**src/rtl/alu_pipe_hs.sv**
```systemverilog
// alu_pipe_hs
//   Registered ALU with valid/ready handshakes on both sides. It sits between
//   the operand stage and writeback and holds each result until the consumer
//   takes it.
//
//   Optional feature macro: ALU_MUL_EN
//     defined   - opcode 4'b1000 runs a WIDTH-cycle shift-add multiply
//                 (state MUL, busy asserted).
//     undefined - no multiplier is built, busy is tied low and opcode
//                 4'b1000 behaves as an illegal opcode.
//
// Ports
//   clk, rst              rising-edge clock, synchronous active-high reset
//   in_valid / in_ready   input handshake; transfer when both are high
//   op_code               0000 and, 0001 or, 0010 add, 0110 sub, 0111 slt,
//                         1100 nor, 0100 sll, 0101 srl, 1000 mul
//   a, b, shamt           operands and shift amount
//   out_valid / out_ready output handshake; transfer when both are high
//   result                registered result
//   zero_flag             result == 0
//   overflow              signed overflow for add/sub, 0 otherwise
//   busy                  multiply in progress
module alu_pipe_hs #(
  parameter int WIDTH = 32,
  parameter int SHW   = 5
) (
  input  logic             clk,
  input  logic             rst,
  input  logic             in_valid,
  output logic             in_ready,
  input  logic [3:0]       op_code,
  input  logic [WIDTH-1:0] a,
  input  logic [WIDTH-1:0] b,
  input  logic [SHW-1:0]   shamt,
  output logic             out_valid,
  input  logic             out_ready,
  output logic [WIDTH-1:0] result,
  output logic             zero_flag,
  output logic             overflow,
  output logic             busy
);

  typedef enum logic [1:0] {
    S_IDLE,
    S_HOLD
`ifdef ALU_MUL_EN
    , S_MUL
`endif
  } state_t;

  state_t           state_q, state_d;
  logic [WIDTH-1:0] result_q, result_d;
  logic             zero_q, zero_d;
  logic             ovf_q, ovf_d;

  logic [WIDTH-1:0] alu_res;
  logic             alu_ovf;
  logic [WIDTH-1:0] sum, diff;
  logic             accept;

`ifdef ALU_MUL_EN
  logic [WIDTH-1:0] mcand_q, mcand_d;
  logic [WIDTH-1:0] mplier_q, mplier_d;
  logic [WIDTH-1:0] acc_q, acc_d;
  logic [WIDTH-1:0] acc_step;
  logic [SHW-1:0]   cnt_q, cnt_d;
  logic             is_mul;
`endif

  assign in_ready  = (state_q == S_IDLE) || ((state_q == S_HOLD) && out_ready);
  assign out_valid = (state_q == S_HOLD);
  assign accept    = in_valid && in_ready;
  assign result    = result_q;
  assign zero_flag = zero_q;
  assign overflow  = ovf_q;

`ifdef ALU_MUL_EN
  assign busy     = (state_q == S_MUL);
  assign is_mul   = (op_code == 4'b1000);
  assign acc_step = mplier_q[0] ? (acc_q + mcand_q) : acc_q;
`else
  assign busy = 1'b0;
`endif

  assign sum  = a + b;
  assign diff = a - b;

  // Single-cycle datapath; unlisted opcodes yield 0 with no overflow.
  always_comb begin
    alu_res = '0;
    alu_ovf = 1'b0;
    case (op_code)
      4'b0000: alu_res = a & b;
      4'b0001: alu_res = a | b;
      4'b0010: begin
        alu_res = sum;
        alu_ovf = (a[WIDTH-1] == b[WIDTH-1]) && (sum[WIDTH-1] != a[WIDTH-1]);
      end
      4'b0110: begin
        alu_res = diff;
        alu_ovf = (a[WIDTH-1] != b[WIDTH-1]) && (diff[WIDTH-1] != a[WIDTH-1]);
      end
      4'b0111: alu_res = {{(WIDTH-1){1'b0}}, ($signed(a) < $signed(b))};
      4'b1100: alu_res = ~(a | b);
      4'b0100: alu_res = a << shamt;
      4'b0101: alu_res = a >> shamt;
      default: alu_res = '0;
    endcase
  end

  always_comb begin
    state_d  = state_q;
    result_d = result_q;
    zero_d   = zero_q;
    ovf_d    = ovf_q;
`ifdef ALU_MUL_EN
    mcand_d  = mcand_q;
    mplier_d = mplier_q;
    acc_d    = acc_q;
    cnt_d    = cnt_q;
`endif

    case (state_q)
      S_HOLD: if (out_ready) state_d = S_IDLE;
`ifdef ALU_MUL_EN
      S_MUL: begin
        // Multiplicand shifts left, multiplier right; one partial product per cycle.
        acc_d    = acc_step;
        mcand_d  = mcand_q << 1;
        mplier_d = mplier_q >> 1;
        cnt_d    = cnt_q + 1'b1;
        if (cnt_q == SHW'(WIDTH - 1)) begin
          state_d  = S_HOLD;
          result_d = acc_step;
          zero_d   = (acc_step == '0);
          ovf_d    = 1'b0;
          cnt_d    = '0;
        end
      end
`endif
      default: ;
    endcase

    // An accept in HOLD overrides the return to IDLE, giving back-to-back throughput.
    if (accept) begin
`ifdef ALU_MUL_EN
      if (is_mul) begin
        state_d  = S_MUL;
        mcand_d  = a;
        mplier_d = b;
        acc_d    = '0;
        cnt_d    = '0;
      end else
`endif
      begin
        state_d  = S_HOLD;
        result_d = alu_res;
        zero_d   = (alu_res == '0);
        ovf_d    = alu_ovf;
      end
    end
  end

  always_ff @(posedge clk) begin
    if (rst) begin
      state_q  <= S_IDLE;
      result_q <= '0;
      zero_q   <= 1'b0;
      ovf_q    <= 1'b0;
`ifdef ALU_MUL_EN
      mcand_q  <= '0;
      mplier_q <= '0;
      acc_q    <= '0;
      cnt_q    <= '0;
`endif
    end else begin
      state_q  <= state_d;
      result_q <= result_d;
      zero_q   <= zero_d;
      ovf_q    <= ovf_d;
`ifdef ALU_MUL_EN
      mcand_q  <= mcand_d;
      mplier_q <= mplier_d;
      acc_q    <= acc_d;
      cnt_q    <= cnt_d;
`endif
    end
  end

endmodule

```
**config.mk**
```make
export PLATFORM = sky130hd
export DESIGN_NAME = alu_pipe_hs
export DESIGN_NICKNAME = d
export VERILOG_FILES = /design/src/rtl/alu_pipe_hs.sv
export SDC_FILE = /design/constraint.sdc
export NUM_CORES = 1
export LEC_CHECK = 0
export CAP_MARGIN = 20
export CORE_ASPECT_RATIO = 0.7
export CORE_UTILIZATION = 48
export CTS_BUF_LIST = sky130_fd_sc_hd__clkbuf_16
export CTS_CLUSTER_SIZE = 24
export DETAILED_ROUTE_END_ITERATION = 10
export PLACE_DENSITY = 0.79
export SLEW_MARGIN = 30
export SYNTH_ARGS = -nofsm -noshare
export SYNTH_HDL_FRONTEND = slang
export SYNTH_SLANG_ARGS = --single-unit
```
**constraint.sdc**
```tcl
create_clock -name clk -period 13.5 [get_ports clk]
set_input_delay 2.025 -clock clk [delete_from_list [all_inputs] [get_ports clk]]
set_output_delay 2.025 -clock clk [all_outputs]
set_load 0.005 [all_outputs]
```
==> results of run 1 <==
-- report_power, final --
group | switching (W) | internal, W | total [W]
combinational | 0.000318 | 0.000173 | 0.000492
clock | 0.0000434 | 0.0000869 | 0.000130
sequential | 0.00000402 | 0.000112 | 0.000116
-- through the flow --
stage | setup WS [ns] | power [W] | instances | cell area [um2] | util (%)
6_report | 5.826 | 0.0007379 | 1795 | 11920 | 54.99
5_1_grt | 5.764 | 0.0007675 | 1794 | 11920 | 54.98
4_1_cts | 6.143 | 0.0007128 | 1794 | 11920 | 54.98
3_5_place_dp | 5.865 | 0.0005804 | 1786 | 11750 | 54.20
3_3_place_gp | 5.929 | 0.0005803 | 1786 | 11740 | 54.16
2_1_floorplan | 7.585 | 0.0004046 | 1488 | 10620 | -
-- cell families (layout without fill, tap and decap cells) --
family          count (synthesis)  in the layout  share of synthesized area, %
compound gates                528            528                         34.42
xor+xnor                        9              9                        0.7420
fa+ha+maj                     103            103                         12.27
buf+inv                       227            251                         8.809
flops                          35             35                         6.595
mux                           109            109                         15.39
other cells                     1              2                       0.03530
simple gates                  476            476                         21.73
-- synthesized netlist by cell type, types with 7 or more instances --
master       n  share of area, %
o31ai_1     15               1.1
dfxtp_1     35               6.6
nand3_1     38               1.8
inv_1      108               3.8
a21oi_1    107               5.0
nand2b_1    18               1.1
a21o_1       9              0.64
or3_1        7              0.41
o22ai_1     49               2.9
a211o_1      9              0.74
a211oi_1    44               3.1
mux2_2       8              0.85
buf_2       13              0.61
and3_1      13              0.77
nand2_1    105               3.7
o21a_1       7              0.49
buf_1        9              0.32
nor2_1     150               5.3
o22a_1       9              0.74
o221ai_1    11              0.91
buf_4        8              0.57
o211ai_1    26               1.8
mux4_2      41               8.7
nor3_1      44               2.1
a221o_1      8              0.75
o2111ai_1    7              0.58
nand4_1     17               1.0
a22oi_1     38               2.7
mux2i_1     55               5.2
nor2b_1     20               1.2
a31oi_1     16              0.94
o21bai_1    12              0.85
a221oi_1     9              0.74
nor4_1      18               1.1
ha_1       101                12
and2_1       8              0.47
o21ai_0     72               3.4
xnor2_1      7              0.58
clkbuf_1    83               2.9
-- worst max path at each step --
stage	from	end	slack [ns]
floorplan	a[4]	zero_flag	7.58
detailed placement	a[1]	zero_flag	5.87
global placement	a[0]	zero_flag	5.93
global route	a[0]	zero_flag	5.76
CTS	a[1]	zero_flag	6.14
finish	a[0]	zero_flag	5.83
-- metal layers --
metal  global-route usage, %  up-vias
li1                        -     5726
met1                   63.68     6279
met2                   62.05     1102
met3                   20.10      156
met4                   13.89        0
met5                       0        -
-- area by class of cell --
class	count	area (um2)	share of cell area, %
multi-input combinational	1226	9020	75.67
inverter	109	409.1	3.432
clock buffer	5	125.1	1.050
tap	282	352.8	2.960
timing repair buffer	134	1266	10.62
sequential	35	700.7	5.878
clock inverter	3	43.79	0.3674
antenna	1	2.502	0.02099
-- worst min-delay path, stage by stage, from the launching register on --
cell     delay (ns)
dfxtp_1        0.31
nand2_1        0.05
a21oi_1        0.06
-- flip-flops by register name, summed over array words and instances, names as in the netlist --
name	cells
result	32
overflow	1
state_q	1
zero_flag	1
==> impl_metrics.csv, run 1 <==
group,metric,value,unit
outcome,status,"finished with violations",
outcome,failed_checks,"DRC",
min_path,hold_path_class,"flip-flop to flip-flop",
clock_tree,cts_buffers,5,
sta,slew_headroom,29.65,%
min_path,holdPathEnd,"result[27]",
yosys,syn_area_per_cell,7.140,um2
critical_path,cp_common_cell,"a211oi_1",
detailed_routing,dr.max_layer_used,"met4",
critical_path,required,13.73,ns
final_layout,fillCellCount,2153,
min_path,hp-start,"result[27]",
sta,tns,0,ns
critical_path,slowest_delay,0.92,ns
critical_path,r2r_slack,8.88,ns
clock_tree,cts.path.max_buffers,2,
place,dpl.hpwl,41010,um
critical_path,end_kind,"flip-flop",
floorplanning,ios,114,
yosys,ys_types,90,
detailed_routing,wl_per_cell,29.69,um
min_path,hold_depth,2,
critical_path,worst_setup_path_start_kind,"input port",
critical_path,r2r_end,"zero_flag",
clock_tree,htreeDepth,2,
grt,grt-ovfl-total,0,
yosys,synthCells,1488,
final_layout,drive_gt1_share,7.275,%
critical_path,cp_cell_sequence,"clkdlybuf4s50_1, ha_1, fa_1, a211oi_1, o21ai_0, a211oi_1, a21oi_1, xor2_1, a221oi_1, and4b_1, nand4_1, or4b_1, or4_1, nor4_1, a32o_1",
critical_path,r2r_cells,11,
critical_path,arrival,7.90,ns
yosys,yosysSeqAreaShare,6.595,%
grt,grtUsageTotal,45.68,%
critical_path,crit_type,"input port to flip-flop",
detailed_routing,first_iter_violations,2072,
detailed_routing,wl_met2,20260,um
power,leakage,4.701,nW
final_layout,final_common_cell,"nor2_1",
yosys,synth_top_flop_cell,"dfxtp_1",
detailed_routing,wirelength_met1,21590,um
clock_tree,path_clk_slew,0.06,ns
detailed_routing,dr.pass1.iters,11,
place,gp_congestion,1.098,
clock_tree,clock-sinks,35,
yosys,synth-seq-cells,35,
yosys,synthesis.nets,1668,
detailed_routing,postRouteAntennaNets,0,
clock_tree,clock-root-buffer,"clkbuf_16",
sta,tightestPinTransition,1.050,ns
sta,fmax,0.1303,GHz
detailed_routing,vias_per_cell,7.389,
sta,hold_viol,0,
sta,timing.final.crit_share,56.85,%
place,numPortBuffers,112,
grt,first_global_vias,11900,
floorplanning,die_w,179.8,um
clock_tree,cts_hold_buf,0,
sta,grt_setup_unrepaired,"false",
floorplanning,rows,45,
sta,slew_violations,0,
power,worst_ir_drop_vdd,0.05908,mV
yosys,ys_async_sr_fraction,0,%
critical_path,reg2reg_from,"state_q[0]",
flow_run,cap_viol_max_count,0,
clock_tree,insertion_delay,0.28,ns
sta,skew,0.005564,ns
clock_tree,postCtsSetupBuffers,0,
final_layout,final_cell_mix,"nor2_1 (149), inv_1 (108), a21oi_1 (107), clkdlybuf4s50_1 (107), nand2_1 (105)",
detailed_routing,num_vias,13260,
clock_tree,cts_resized,0,
critical_path,cpMaxStageDelayCell,"a221oi_1",
floorplanning,die_h,126.5,um
sta,fin_crit,7.674,ns
grt,grt_max_degree,69,
detailed_routing,wl_met3,9592,um
power,power_per_cell_area,61.91,mW/mm2
floorplanning,start_util,49.01,%
grt,antenna_found_initial,2,
critical_path,critPathBufInv,1,
yosys,yosys_warnings,0,
critical_path,cp.depth,15,
detailed_routing,drc,24,
final_layout,nNetsFinal,1691,
floorplanning,dieArea,0.02274,mm2
sta,setup_viol,0,
clock_tree,cts_tree,"built",
yosys,synth_edf_count,0,
critical_path,crit_fanout,8,
final_layout,areaGrowthSynthToFinish,12.20,%
critical_path,cp_top_family,"compound AO/OA/AOI/OAI gates",
yosys,syn_area,0.01062,mm2
grt,grt_pass1_wl,78380,um
floorplanning,core-area,0.02168,mm2
detailed_routing,wl,53290,um
sta,whs,0.4650,ns
(Power assumes the default switching activity.)
==> run 2: changes to the inputs <==
- clock period: 13.5 -> 7.4 ns (I/O delays scaled with it)
==> run 2 against run 1 <==
The run still ends with DRC left. Die area stayed put. Count of clock-buffer cells in the layout stayed put. Sequential cell count stayed put. Final area is 1.3% higher. Worst hold slack worse by 0.0090 ns. Register-to-register slack worse by 5.7 ns. Non-clock buffer count is 20 higher. Clock skew is 0.0037 ns lower. Critical endpoint unchanged. Largest cell class unchanged. Largest power group unchanged.
==> impl_metrics.csv, run 2 (same netlist as run 1, synthesis figures left out) <==
group,metric,value,unit
outcome,status,"finished with violations",
outcome,failed_checks,"DRC",
final_layout,largest_register_ffs,32,
final_layout,final_common_cell,"nor2_1",
grt,grt-ovfl-total,0,
flow_run,cap_viol_max_count,0,
critical_path,required,7.63,ns
critical_path,cp_cell_sequence,"clkdlybuf4s50_1, inv_1, ha_1, inv_1, fa_1, nor2b_1, o311ai_1, a31oi_1, a211oi_1, o21ai_0, mux2i_1, a21oi_1, nand4_1, or4b_1, or4_1, nor4_1, a32o_1",
sta,tightestPinTransition,0.9697,ns
sta,setup_viol,0,
sta,grt_setup_unrepaired,"false",
sta,skew,0.001836,ns
clock_tree,htreeDepth,2,
sta,timing.final.crit_share,89.76,%
sta,slew_violations,0,
grt,antenna_found_initial,0,
detailed_routing,wl,53250,um
critical_path,cpMaxStageDelayCell,"a211oi_1",
critical_path,slowest_delay,0.69,ns
critical_path,r2r_end,"zero_flag",
critical_path,end_kind,"flip-flop",
critical_path,r2r_cells,12,
power,power_per_cell_area,112.7,mW/mm2
critical_path,arrival,6.87,ns
floorplanning,ios,114,
min_path,holdPathEnd,"result[27]",
detailed_routing,dr.pass1.iters,10,
clock_tree,cts_hold_buf,0,
power,p_total,0.001361,W
place,dp_cells,1806,
final_layout,final_cell_mix,"nor2_1 (149), inv_1 (108), clkdlybuf4s50_1 (108), a21oi_1 (107), nand2_1 (105)",
final_layout,nNetsFinal,1711,
final_layout,regArea,700.7,um2
min_path,hp-start,"result[27]",
clock_tree,cts_buffers,5,
detailed_routing,first_iter_violations,2472,
final_layout,drive_gt1_share,8.355,%
detailed_routing,drc,12,
grt,grtUsageTotal,45.19,%
place,dpl.hpwl,42020,um
min_path,hold_depth,2,
clock_tree,clock-root-buffer,"clkbuf_16",
clock_tree,cts_tree,"built",
final_layout,multi_input_area,0.009020,mm2
critical_path,worst_setup_path_start_kind,"input port",
critical_path,crit_type,"input port to flip-flop",
critical_path,reg2reg_from,"state_q[0]",
sta,fmax,0.1506,GHz
final_layout,stdcell_count,1814,
floorplanning,start_util,49.01,%
clock_tree,path_clk_slew,0.06,ns
clock_tree,cts.path.max_buffers,2,
final_layout,diodes,0,
detailed_routing,num_vias,13270,
final_layout,fillCellCount,2167,
floorplanning,die_h,126.5,um
detailed_routing,vias_per_cell,7.317,
critical_path,r2r_slack,3.19,ns
sta,slew_headroom,34.96,%
grt,grt_pass1_wl,77310,um
critical_path,crit_fanout,8,
clock_tree,postCtsSetupBuffers,0,
sta,hold_viol,0,
floorplanning,core-area,0.02168,mm2
power,leakage,4.799,nW
place,numPortBuffers,112,
grt,grt_max_degree,69,
floorplanning,dieArea,0.02274,mm2
power,worst_ir_drop_vdd,0.1406,mV
floorplanning,die_w,179.8,um
floorplanning,rows,45,
sta,tns,0,ns
detailed_routing,postRouteAntennaNets,0,
place,gp_congestion,1.092,
sta,fin_crit,6.642,ns
min_path,hold_path_class,"flip-flop to flip-flop",
final_layout,fin_util,55.69,%
detailed_routing,wl_per_cell,29.36,um
grt,first_global_vias,11810,
final_layout,areaGrowthSynthToFinish,13.64,%
clock_tree,clock-sinks,35,
critical_path,cp_common_cell,"inv_1",
clock_tree,insertion_delay,0.28,ns
clock_tree,cts_resized,0,
[run 2: worst max-delay path: cells and delay by family]
family                     cells  cell delay (ns)
adders and majority gates      2             0.59
and+or+nand+nor                5             1.64
AOI/OAI and AO/OA              6             2.56
buffers and inverters          3             0.81
muxes                          1             0.17
[run 2: how the worst max path moves through the flow]
stage | from | endpoint | slack [ns] | cells past startpoint
after CTS | a[0] | zero_flag | 1.01 | 17
final | a[0] | zero_flag | 0.76 | 17
after detailed placement | a[0] | zero_flag | 0.78 | 17
after global placement | a[0] | zero_flag | 0.84 | 17
after global routing | a[0] | zero_flag | 0.65 | 17
after floorplan | a[4] | zero_flag | 2.40 | 16
[run 2: cell type report]
class	count	share of cell area, %
Timing Repair Buffer	154	11.77
Sequential cell	35	5.804
Inverter	109	3.389
Multi-Input combinational cell	1226	74.71
Tap cell	282	2.923
Clock inverter	3	0.3627
Clock buffer	5	1.036
[run 2: per-layer routing]
metal / GRT usage [%] / routed length, um / vias up
met5: 3.158 / 99 / -
met4: 10.80 / 1385 / 2
met3: 20.21 / 9575 / 113
met2: 63.61 / 20910 / 1107
met1: 61.88 / 21280 / 6298
li1: - / - / 5753
[run 2: where the power goes]
| part | internal (W) | switching [W] |
|---|---|---|
| registers | 0.000204 | 0.00000759 |
| clock network | 0.000159 | 0.0000793 |
| logic | 0.000324 | 0.000587 |
| total | 0.000687 | 0.000674 |
[run 2: metrics by stage]
| step | worst slack (ns) | hold WS (ns) | instance area, um2 |
|---|---|---|---|
| after floorplan | 2.400 | 0.4527 | 10620 |
| after detailed placement | 0.7823 | 0.4522 | 11890 |
| after global routing | 0.6452 | 0.4810 | 12070 |
| after global placement | 0.8402 | 0.4455 | 11890 |
| after CTS | 1.012 | 0.4584 | 12060 |
| final | 0.7579 | 0.4560 | 12070 |
